<file path="src/rtl/mc_main_controller_hs.sv">
`timescale 1ns/1ps
// Main control FSM for the multi-cycle RISC-V core. Outputs are a Moore decode of the registered state.
// Memory states hold with mem_req until mem_ready. Bounded waits and illegal ops divert to a one-cycle TRAP.
module mc_main_controller_hs #(
   parameter int WAIT_W    = 4,
   parameter bit MULDIV_EN = 1'b1,
   parameter bit TRAP_EN   = 1'b1
) (
   input  logic       clk,
   input  logic       rst,
   input  logic [6:0] op,
   input  logic       funct7_0,
   input  logic       zero,
   input  logic       neg,
   input  logic       mem_ready,
   input  logic       md_done,
   output logic       PCUpdate,
   output logic       adrSrc,
   output logic       memWrite,
   output logic       branch,
   output logic       IRWrite,
   output logic       regWrite,
   output logic [1:0] resultSrc,
   output logic [1:0] ALUSrcA,
   output logic [1:0] ALUSrcB,
   output logic [1:0] ALUOp,
   output logic [2:0] immSrc,
   output logic       mem_req,
   output logic       md_start,
   output logic       trap,
   output logic [1:0] trap_cause,
   output logic [4:0] state_o
);

   typedef enum logic [4:0] {
      S_IDLE = 5'd0, S_IF, S_ID, S_EX_I, S_MEM_I, S_EX_R, S_MEM_R, S_EX_B,
      S_EX_J, S_MEM_J, S_WB_J, S_EX_JALR, S_MEM_JALR, S_EX_LW, S_MEM_LW,
      S_WB_LW, S_EX_S, S_MEM_S, S_EX_U, S_EX_MD, S_TRAP
   } state_t;

   localparam logic [6:0] OP_I     = 7'b0010011;
   localparam logic [6:0] OP_R     = 7'b0110011;
   localparam logic [6:0] OP_B     = 7'b1100011;
   localparam logic [6:0] OP_J     = 7'b1101111;
   localparam logic [6:0] OP_JALR  = 7'b1100111;
   localparam logic [6:0] OP_LW    = 7'b0000011;
   localparam logic [6:0] OP_S     = 7'b0100011;
   localparam logic [6:0] OP_LUI   = 7'b0110111;
   localparam logic [6:0] OP_AUIPC = 7'b0010111;
   localparam logic [WAIT_W-1:0] CNT_MAX = '1;

   state_t            state_q, state_d;
   logic [WAIT_W-1:0] cnt_q, cnt_d;
   logic [1:0]        cause_q, cause_d;
   logic              md_first_q, md_first_d;
   logic              held, timeout;
   logic              unused_flags;

   assign unused_flags = zero ^ neg;

   // The timeout cycle is the last held cycle; mem_ready on that same cycle still exits normally.
   assign held    = (state_q == S_IF || state_q == S_MEM_LW || state_q == S_MEM_S) && !mem_ready;
   assign timeout = held && TRAP_EN && (cnt_q == CNT_MAX - 1'b1);

   always_comb begin
      state_d = state_q;
      cause_d = cause_q;
      case (state_q)
         S_IDLE:     state_d = S_IF;
         S_IF:       if (mem_ready) state_d = S_ID; else if (timeout) state_d = S_TRAP;
         S_ID: begin
            case (op)
               OP_I:             state_d = S_EX_I;
               OP_R:             state_d = (MULDIV_EN && funct7_0) ? S_EX_MD : S_EX_R;
               OP_B:             state_d = S_EX_B;
               OP_J:             state_d = S_EX_J;
               OP_JALR:          state_d = S_EX_JALR;
               OP_LW:            state_d = S_EX_LW;
               OP_S:             state_d = S_EX_S;
               OP_LUI, OP_AUIPC: state_d = S_EX_U;
               default:          state_d = TRAP_EN ? S_TRAP : S_IF;
            endcase
         end
         S_EX_I:     state_d = S_MEM_I;
         S_MEM_I:    state_d = S_IF;
         S_EX_R:     state_d = S_MEM_R;
         S_MEM_R:    state_d = S_IF;
         S_EX_B:     state_d = S_IF;
         S_EX_J:     state_d = S_MEM_J;
         S_MEM_J:    state_d = S_WB_J;
         S_WB_J:     state_d = S_IF;
         S_EX_JALR:  state_d = S_MEM_JALR;
         S_MEM_JALR: state_d = S_MEM_I;
         S_EX_LW:    state_d = S_MEM_LW;
         S_MEM_LW:   if (mem_ready) state_d = S_WB_LW; else if (timeout) state_d = S_TRAP;
         S_WB_LW:    state_d = S_IF;
         S_EX_S:     state_d = S_MEM_S;
         S_MEM_S:    if (mem_ready) state_d = S_IF; else if (timeout) state_d = S_TRAP;
         S_EX_U:     state_d = S_IF;
         S_EX_MD:    if (md_done) state_d = S_MEM_R;
         S_TRAP:     state_d = S_IF;
         default:    state_d = S_IDLE;
      endcase
      if (state_d == S_TRAP && state_q != S_TRAP)
         cause_d = (state_q == S_ID) ? 2'd1 : 2'd2;
   end

   always_comb begin
      cnt_d = '0;
      if (held && !timeout)
         cnt_d = (cnt_q == CNT_MAX) ? cnt_q : cnt_q + 1'b1;
      md_first_d = (state_d == S_EX_MD) && (state_q != S_EX_MD);
   end

   always_ff @(posedge clk or posedge rst) begin
      if (rst) begin
         state_q    <= S_IDLE;
         cnt_q      <= '0;
         cause_q    <= 2'd0;
         md_first_q <= 1'b0;
      end else begin
         state_q    <= state_d;
         cnt_q      <= cnt_d;
         cause_q    <= cause_d;
         md_first_q <= md_first_d;
      end
   end

   always_comb begin
      PCUpdate = 1'b0; adrSrc = 1'b0; memWrite = 1'b0; branch = 1'b0;
      IRWrite = 1'b0; regWrite = 1'b0; resultSrc = 2'd0; ALUSrcA = 2'd0;
      ALUSrcB = 2'd0; ALUOp = 2'd0; immSrc = 3'd0; mem_req = 1'b0;
      md_start = 1'b0; trap = 1'b0;
      case (state_q)
         S_IF:       begin mem_req = 1'b1; ALUSrcB = 2'd2; resultSrc = 2'd2; IRWrite = mem_ready; PCUpdate = mem_ready; end
         S_ID:       begin ALUSrcA = 2'd1; ALUSrcB = 2'd1; immSrc = 3'd2; end
         S_EX_I:     begin ALUSrcA = 2'd2; ALUSrcB = 2'd1; ALUOp = 2'd2; end
         S_MEM_I, S_MEM_R, S_MEM_J: regWrite = 1'b1;
         S_EX_R:     begin ALUSrcA = 2'd2; ALUOp = 2'd2; end
         S_EX_B:     begin ALUSrcA = 2'd2; ALUOp = 2'd1; branch = 1'b1; immSrc = 3'd2; end
         S_EX_J, S_EX_JALR: begin ALUSrcA = 2'd1; ALUSrcB = 2'd2; end
         S_WB_J:     begin ALUSrcA = 2'd1; ALUSrcB = 2'd1; immSrc = 3'd3; resultSrc = 2'd2; PCUpdate = 1'b1; end
         S_MEM_JALR: begin ALUSrcA = 2'd2; ALUSrcB = 2'd1; resultSrc = 2'd2; PCUpdate = 1'b1; end
         S_EX_LW:    begin ALUSrcA = 2'd2; ALUSrcB = 2'd1; end
         S_MEM_LW:   begin adrSrc = 1'b1; mem_req = 1'b1; end
         S_WB_LW:    begin resultSrc = 2'd1; regWrite = mem_ready; end
         S_EX_S:     begin ALUSrcA = 2'd2; ALUSrcB = 2'd1; immSrc = 3'd1; end
         S_MEM_S:    begin adrSrc = 1'b1; memWrite = 1'b1; mem_req = 1'b1; end
         S_EX_U:     begin ALUSrcA = 2'd1; ALUSrcB = 2'd1; immSrc = 3'd4; resultSrc = 2'd2; regWrite = 1'b1; end
         S_EX_MD:    begin ALUSrcA = 2'd2; ALUOp = 2'd2; md_start = md_first_q; end
         S_TRAP:     begin trap = 1'b1; PCUpdate = 1'b1; resultSrc = 2'd3; end
         default:    ;
      endcase
   end

   assign trap_cause = cause_q;
   assign state_o    = state_q;

endmodule

</file>
<file path="config.mk">
export PLATFORM = sky130hd
export DESIGN_NAME = mc_main_controller_hs
export DESIGN_NICKNAME = d
export VERILOG_FILES = /design/src/rtl/mc_main_controller_hs.sv
export SDC_FILE = /design/constraint.sdc
export NUM_CORES = 1
export LEC_CHECK = 0
export CELL_PAD_IN_SITES_DETAIL_PLACEMENT = 1
export CELL_PAD_IN_SITES_GLOBAL_PLACEMENT = 2
export CORE_ASPECT_RATIO = 1.1
export CORE_MARGIN = 1.5
export CORE_UTILIZATION = 25
export DETAILED_ROUTE_END_ITERATION = 8
export PLACE_DENSITY_LB_ADDON = 0.12
export SLEW_MARGIN = 20
export SYNTH_ARGS = -nofsm -noshare
export SYNTH_HDL_FRONTEND = slang
export SYNTH_SLANG_ARGS = --single-unit
</file>
<file path="constraint.sdc">
create_clock -name clk -period 2.7 [get_ports clk]
set_clock_uncertainty 0.2 [all_clocks]
set_input_delay 0.405 -clock clk [delete_from_list [all_inputs] [get_ports clk]]
set_output_delay 0.405 -clock clk [all_outputs]
set_load 0.005 [all_outputs]
</file>
==> summary.json <==
{
  "run_status": {"value": "finished, final reports clean"},
  "grt_remaining_overflow": {"value": 0},
  "wl": {"value": 4440, "unit": "um"},
  "detailedRoute.firstIterationViolations": {"value": 40},
  "timing_max_transition_violations_final": {"value": 0},
  "cts.sink_count": {"value": 12},
  "clock_tree.htree_level_count": {"value": 1},
  "drv.max_cap_violation_count": {"value": 0},
  "period_minus_slack": {"value": 2600, "unit": "ps"},
  "area_growth_syn_to_layout": {"value": 43.2, "unit": "%"},
  "initial_utilization": {"value": 26.3, "unit": "%"},
  "clk-insertion-delay-late": {"value": 240, "unit": "ps"},
  "initial_antenna_violation_count": {"value": 0},
  "post_synth_top_flop": {"value": "sky130_fd_sc_hd__dfrtp_1"},
  "cts_root_buffer": {"value": "sky130_fd_sc_hd__clkbuf_8"},
  "placed_cells_incl_taps": {"value": 297},
  "hold_violations": {"value": 0},
  "antenna_cells_inserted": {"value": 0},
  "min_period_over_period": {"value": 96.5, "unit": "%"},
  "via_count_of_the_first_global_routing_pass": {"value": 1517},
  "grt_start_max_net_pins": {"value": 33},
  "cell_types_with_the_largest_area_share_after_synthesis": {"value": "sky130_fd_sc_hd__dfrtp_1, sky130_fd_sc_hd__nor2_1, sky130_fd_sc_hd__a21oi_1"},
  "post-route-worst-setup-slack": {"value": 95.7, "unit": "ps"},
  "max-vdd-ir-drop": {"value": 0.255, "unit": "mV"},
  "ant_nets": {"value": 0},
  "rows": {"value": 27},
  "register_clock_pin_slew_on_the_reported_worst_setup_and_hold_paths": {"value": 60, "unit": "ps"},
  "synth_edf_count": {"value": 0},
  "p_leak": {"value": 0.794, "unit": "nW"},
  "yosysWarnings": {"value": 0},
  "cts.repair_timing.setup_buffer_count": {"value": 0},
  "wire_length_of_the_first_global_routing_pass": {"value": 7200, "unit": "um"},
  "report.final.setup_viol": {"value": 0},
  "start_kind": {"value": "flip-flop"},
  "place_hpwl": {"value": 3480, "unit": "um"},
  "pre_cts_ws": {"value": 68.0, "unit": "ps"},
  "drt_first_pass_iters": {"value": 4},
  "total_die_area": {"value": 5820, "unit": "um2"},
  "die_w": {"value": 72.9, "unit": "um"},
  "unrepaired_setup_endpoints_after_global_routing": {"value": "no"},
  "netlist_instances": {"value": 187},
  "num_io_pins": {"value": 41},
  "vias": {"value": 1537},
  "cts_inserted_buffers": {"value": 3},
  "post_drt_via_cell_ratio": {"value": 5.11},
  "maxSlewHeadroom": {"value": 69.4, "unit": "%"},
  "arrival": {"value": 2000, "unit": "ps"},
  "proportion_of_layout_cells_with_a_drive_suffix_above_1": {"value": 15.7, "unit": "%"},
  "syn-cell-area": {"value": 1340, "unit": "um2"},
  "yosysSeqAreaShare": {"value": 22.3, "unit": "%"},
  "drcViolationCount": {"value": 0},
  "power_density": {"value": 812, "unit": "nW/um2"},
  "cts_tree": {"value": "done"},
  "maxClockFrequency": {"value": 384, "unit": "MHz"},
  "postSynthNetCount": {"value": 203},
  "final-instance-count-excl-fill": {"value": 301},
  "worst-path-max-fanout": {"value": 23},
  "cts_max_path_buffers": {"value": 2},
  "design.core.area": {"value": 5100, "unit": "um2"},
  "worst_ep_required_time": {"value": 2100, "unit": "ps"},
  "final_nets": {"value": 246},
  "async_reset_ff_share": {"value": 100, "unit": "%"},
  "tns": {"value": 0, "unit": "ps"},
  "post-synth-top-area-fraction": {"value": 22.3, "unit": "%"},
  "synth.lib_cells_used.distinct": {"value": 57},
  "critical_path_class": {"value": "flip-flop to output pin"},
  "end_kind": {"value": "output pin"},
  "routedWlPerCell": {"value": 14.8, "unit": "um"},
  "finalWeightedCongestion": {"value": 0.822},
  "numPortBuffers": {"value": 38},
  "worstMarginPinSlew": {"value": 459, "unit": "ps"},
  "grt_use_total": {"value": 15.7, "unit": "%"},
  "chipHeight": {"value": 79.9, "unit": "um"},
  "postSynthAreaPerCell": {"value": 7.19, "unit": "um2"},
  "worstHoldPathType": {"value": "input pin to asynchronous set/reset pin"},
  "post-synth-top-area-cell": {"value": "sky130_fd_sc_hd__dfrtp_1"},
  "ys_seq_elements": {"value": 12}
}
[power breakdown]
group          internal [mW]  switching [mW]  total (mW)
Clock                  0.129          0.0717       0.201
Sequential             0.222          0.0649       0.287
Combinational          0.551           0.524        1.07
[Yosys cell counts (all sizes together) (2+ instances only)]
library cell  number
nor2              25
nand2             15
a21oi             13
dfrtp             12
o21ai             11
buf               10
nor3              10
inv                9
nand2b             6
nand3              6
a31oi              5
and3               4
clkbuf             4
nor2b              4
or2                4
and2               3
xnor2              3
a211oi             2
a21boi             2
a21o               2
ha                 2
nand3b             2
nor3b              2
nor4b              2
o211ai             2
o21bai             2
o32ai              2
or2b               2
or3b               2
[through the flow]
| step | hold WS [ps] | utilization, % | cell area (um2) | total power, mW |
|---|---|---|---|---|
| after floorplan | 69.7 | - | 1340 | 0.859 |
| after global placement | 268 | 36.3 | 1850 | 1.34 |
| after detailed placement | 269 | 36.3 | 1850 | 1.36 |
| after CTS | 282 | 37.4 | 1910 | 1.57 |
| after global routing | 300 | 37.7 | 1920 | 1.69 |
| final | 268 | 37.7 | 1920 | 1.56 |
[critical path: stages (launching register included)]
cell,delay [ps]
sky130_fd_sc_hd__dfrtp_1,390
sky130_fd_sc_hd__buf_4,220
sky130_fd_sc_hd__nand3b_1,270
sky130_fd_sc_hd__nor2_1,240
sky130_fd_sc_hd__or2_2,150
sky130_fd_sc_hd__clkdlybuf4s50_1,490
[worst paths after layout]
check                              start             to  slack (ps)  cells after the start
setup / recovery              state_o[4]         adrSrc         100                      5
min in group clk           trap_cause[0]  trap_cause[0]         280                      1
hold / removal                       rst     state_o[0]         270                      2
max in group asynchronous            rst     state_o[1]        1690                      2
hold reg to reg            trap_cause[0]  trap_cause[0]         280                      1
setup reg to reg              state_o[4]     md_first_q         480                      7
[area by class of cell]
class / count / area, um2
multi-input cells: 152 / 950
well taps: 72 / 90.1
flip-flops and latches: 12 / 302
fillers: 636 / 3180
repair buffers: 52 / 492
clock buffers: 4 / 55.1
inverters: 9 / 36.3
[layout by cell type (no fill, tap or decap), types with 2 or more instances in the layout]
cell type,instances
sky130_fd_sc_hd__a21boi_0,2
sky130_fd_sc_hd__a21o_1,2
sky130_fd_sc_hd__a21oi_1,13
sky130_fd_sc_hd__a31oi_1,5
sky130_fd_sc_hd__and2_1,3
sky130_fd_sc_hd__and3_1,4
sky130_fd_sc_hd__buf_4,13
sky130_fd_sc_hd__clkbuf_8,4
sky130_fd_sc_hd__clkdlybuf4s50_1,37
sky130_fd_sc_hd__dfrtp_1,11
sky130_fd_sc_hd__ha_1,2
sky130_fd_sc_hd__inv_1,8
sky130_fd_sc_hd__nand2_1,15
sky130_fd_sc_hd__nand2b_1,4
sky130_fd_sc_hd__nand3_1,6
sky130_fd_sc_hd__nand3b_1,2
sky130_fd_sc_hd__nor2_1,24
sky130_fd_sc_hd__nor2b_1,3
sky130_fd_sc_hd__nor3_1,9
sky130_fd_sc_hd__nor3b_1,2
sky130_fd_sc_hd__nor4b_2,2
sky130_fd_sc_hd__o211ai_1,2
sky130_fd_sc_hd__o21ai_0,11
sky130_fd_sc_hd__o21bai_1,2
sky130_fd_sc_hd__o32ai_1,2
sky130_fd_sc_hd__or2_2,3
sky130_fd_sc_hd__or2b_1,2
sky130_fd_sc_hd__xnor2_1,3
[state kept, by name, summed over array words and instances (netlist names)]
| name | cells |
|---|---|
| md_first_q | 1 |
| cnt_q | 4 |
| trap_cause | 2 |
| state_o | 5 |
[kinds of logic (layout without fill, tap and decap cells)]
kind of cell / count (synthesis) / in the layout / share of synthesized area, %
muxes: 1 / 1 / 0.745
AOI/OAI and AO/OA: 50 / 50 / 24.2
buffers and inverters: 23 / 65 / 7.54
adders and majority gates: 3 / 3 / 2.61
and+or+nand+nor: 94 / 94 / 39.9
DFF: 12 / 12 / 22.3
xor gates and xnor gates: 4 / 4 / 2.61
[per-layer routing]
layer | vias up | track usage (%) | share of wire (%)
li1 | 751 | - | -
met1 | 746 | 18.7 | 44
met2 | 36 | 29.2 | 51
met3 | 4 | 2.78 | 3.5
met4 | 0 | 2.83 | 0.86
met5 | - | 0 | 0
[timing repair]
action / CTS / global route
resized for setup: 1 / 6
pin swaps: 0 / 0
gates cloned: 0 / 0
hold buffers: 0 / 0
endpoints found under the setup margin: 4 / 4
No activity file was read; power rests on OpenSTA's default activity.
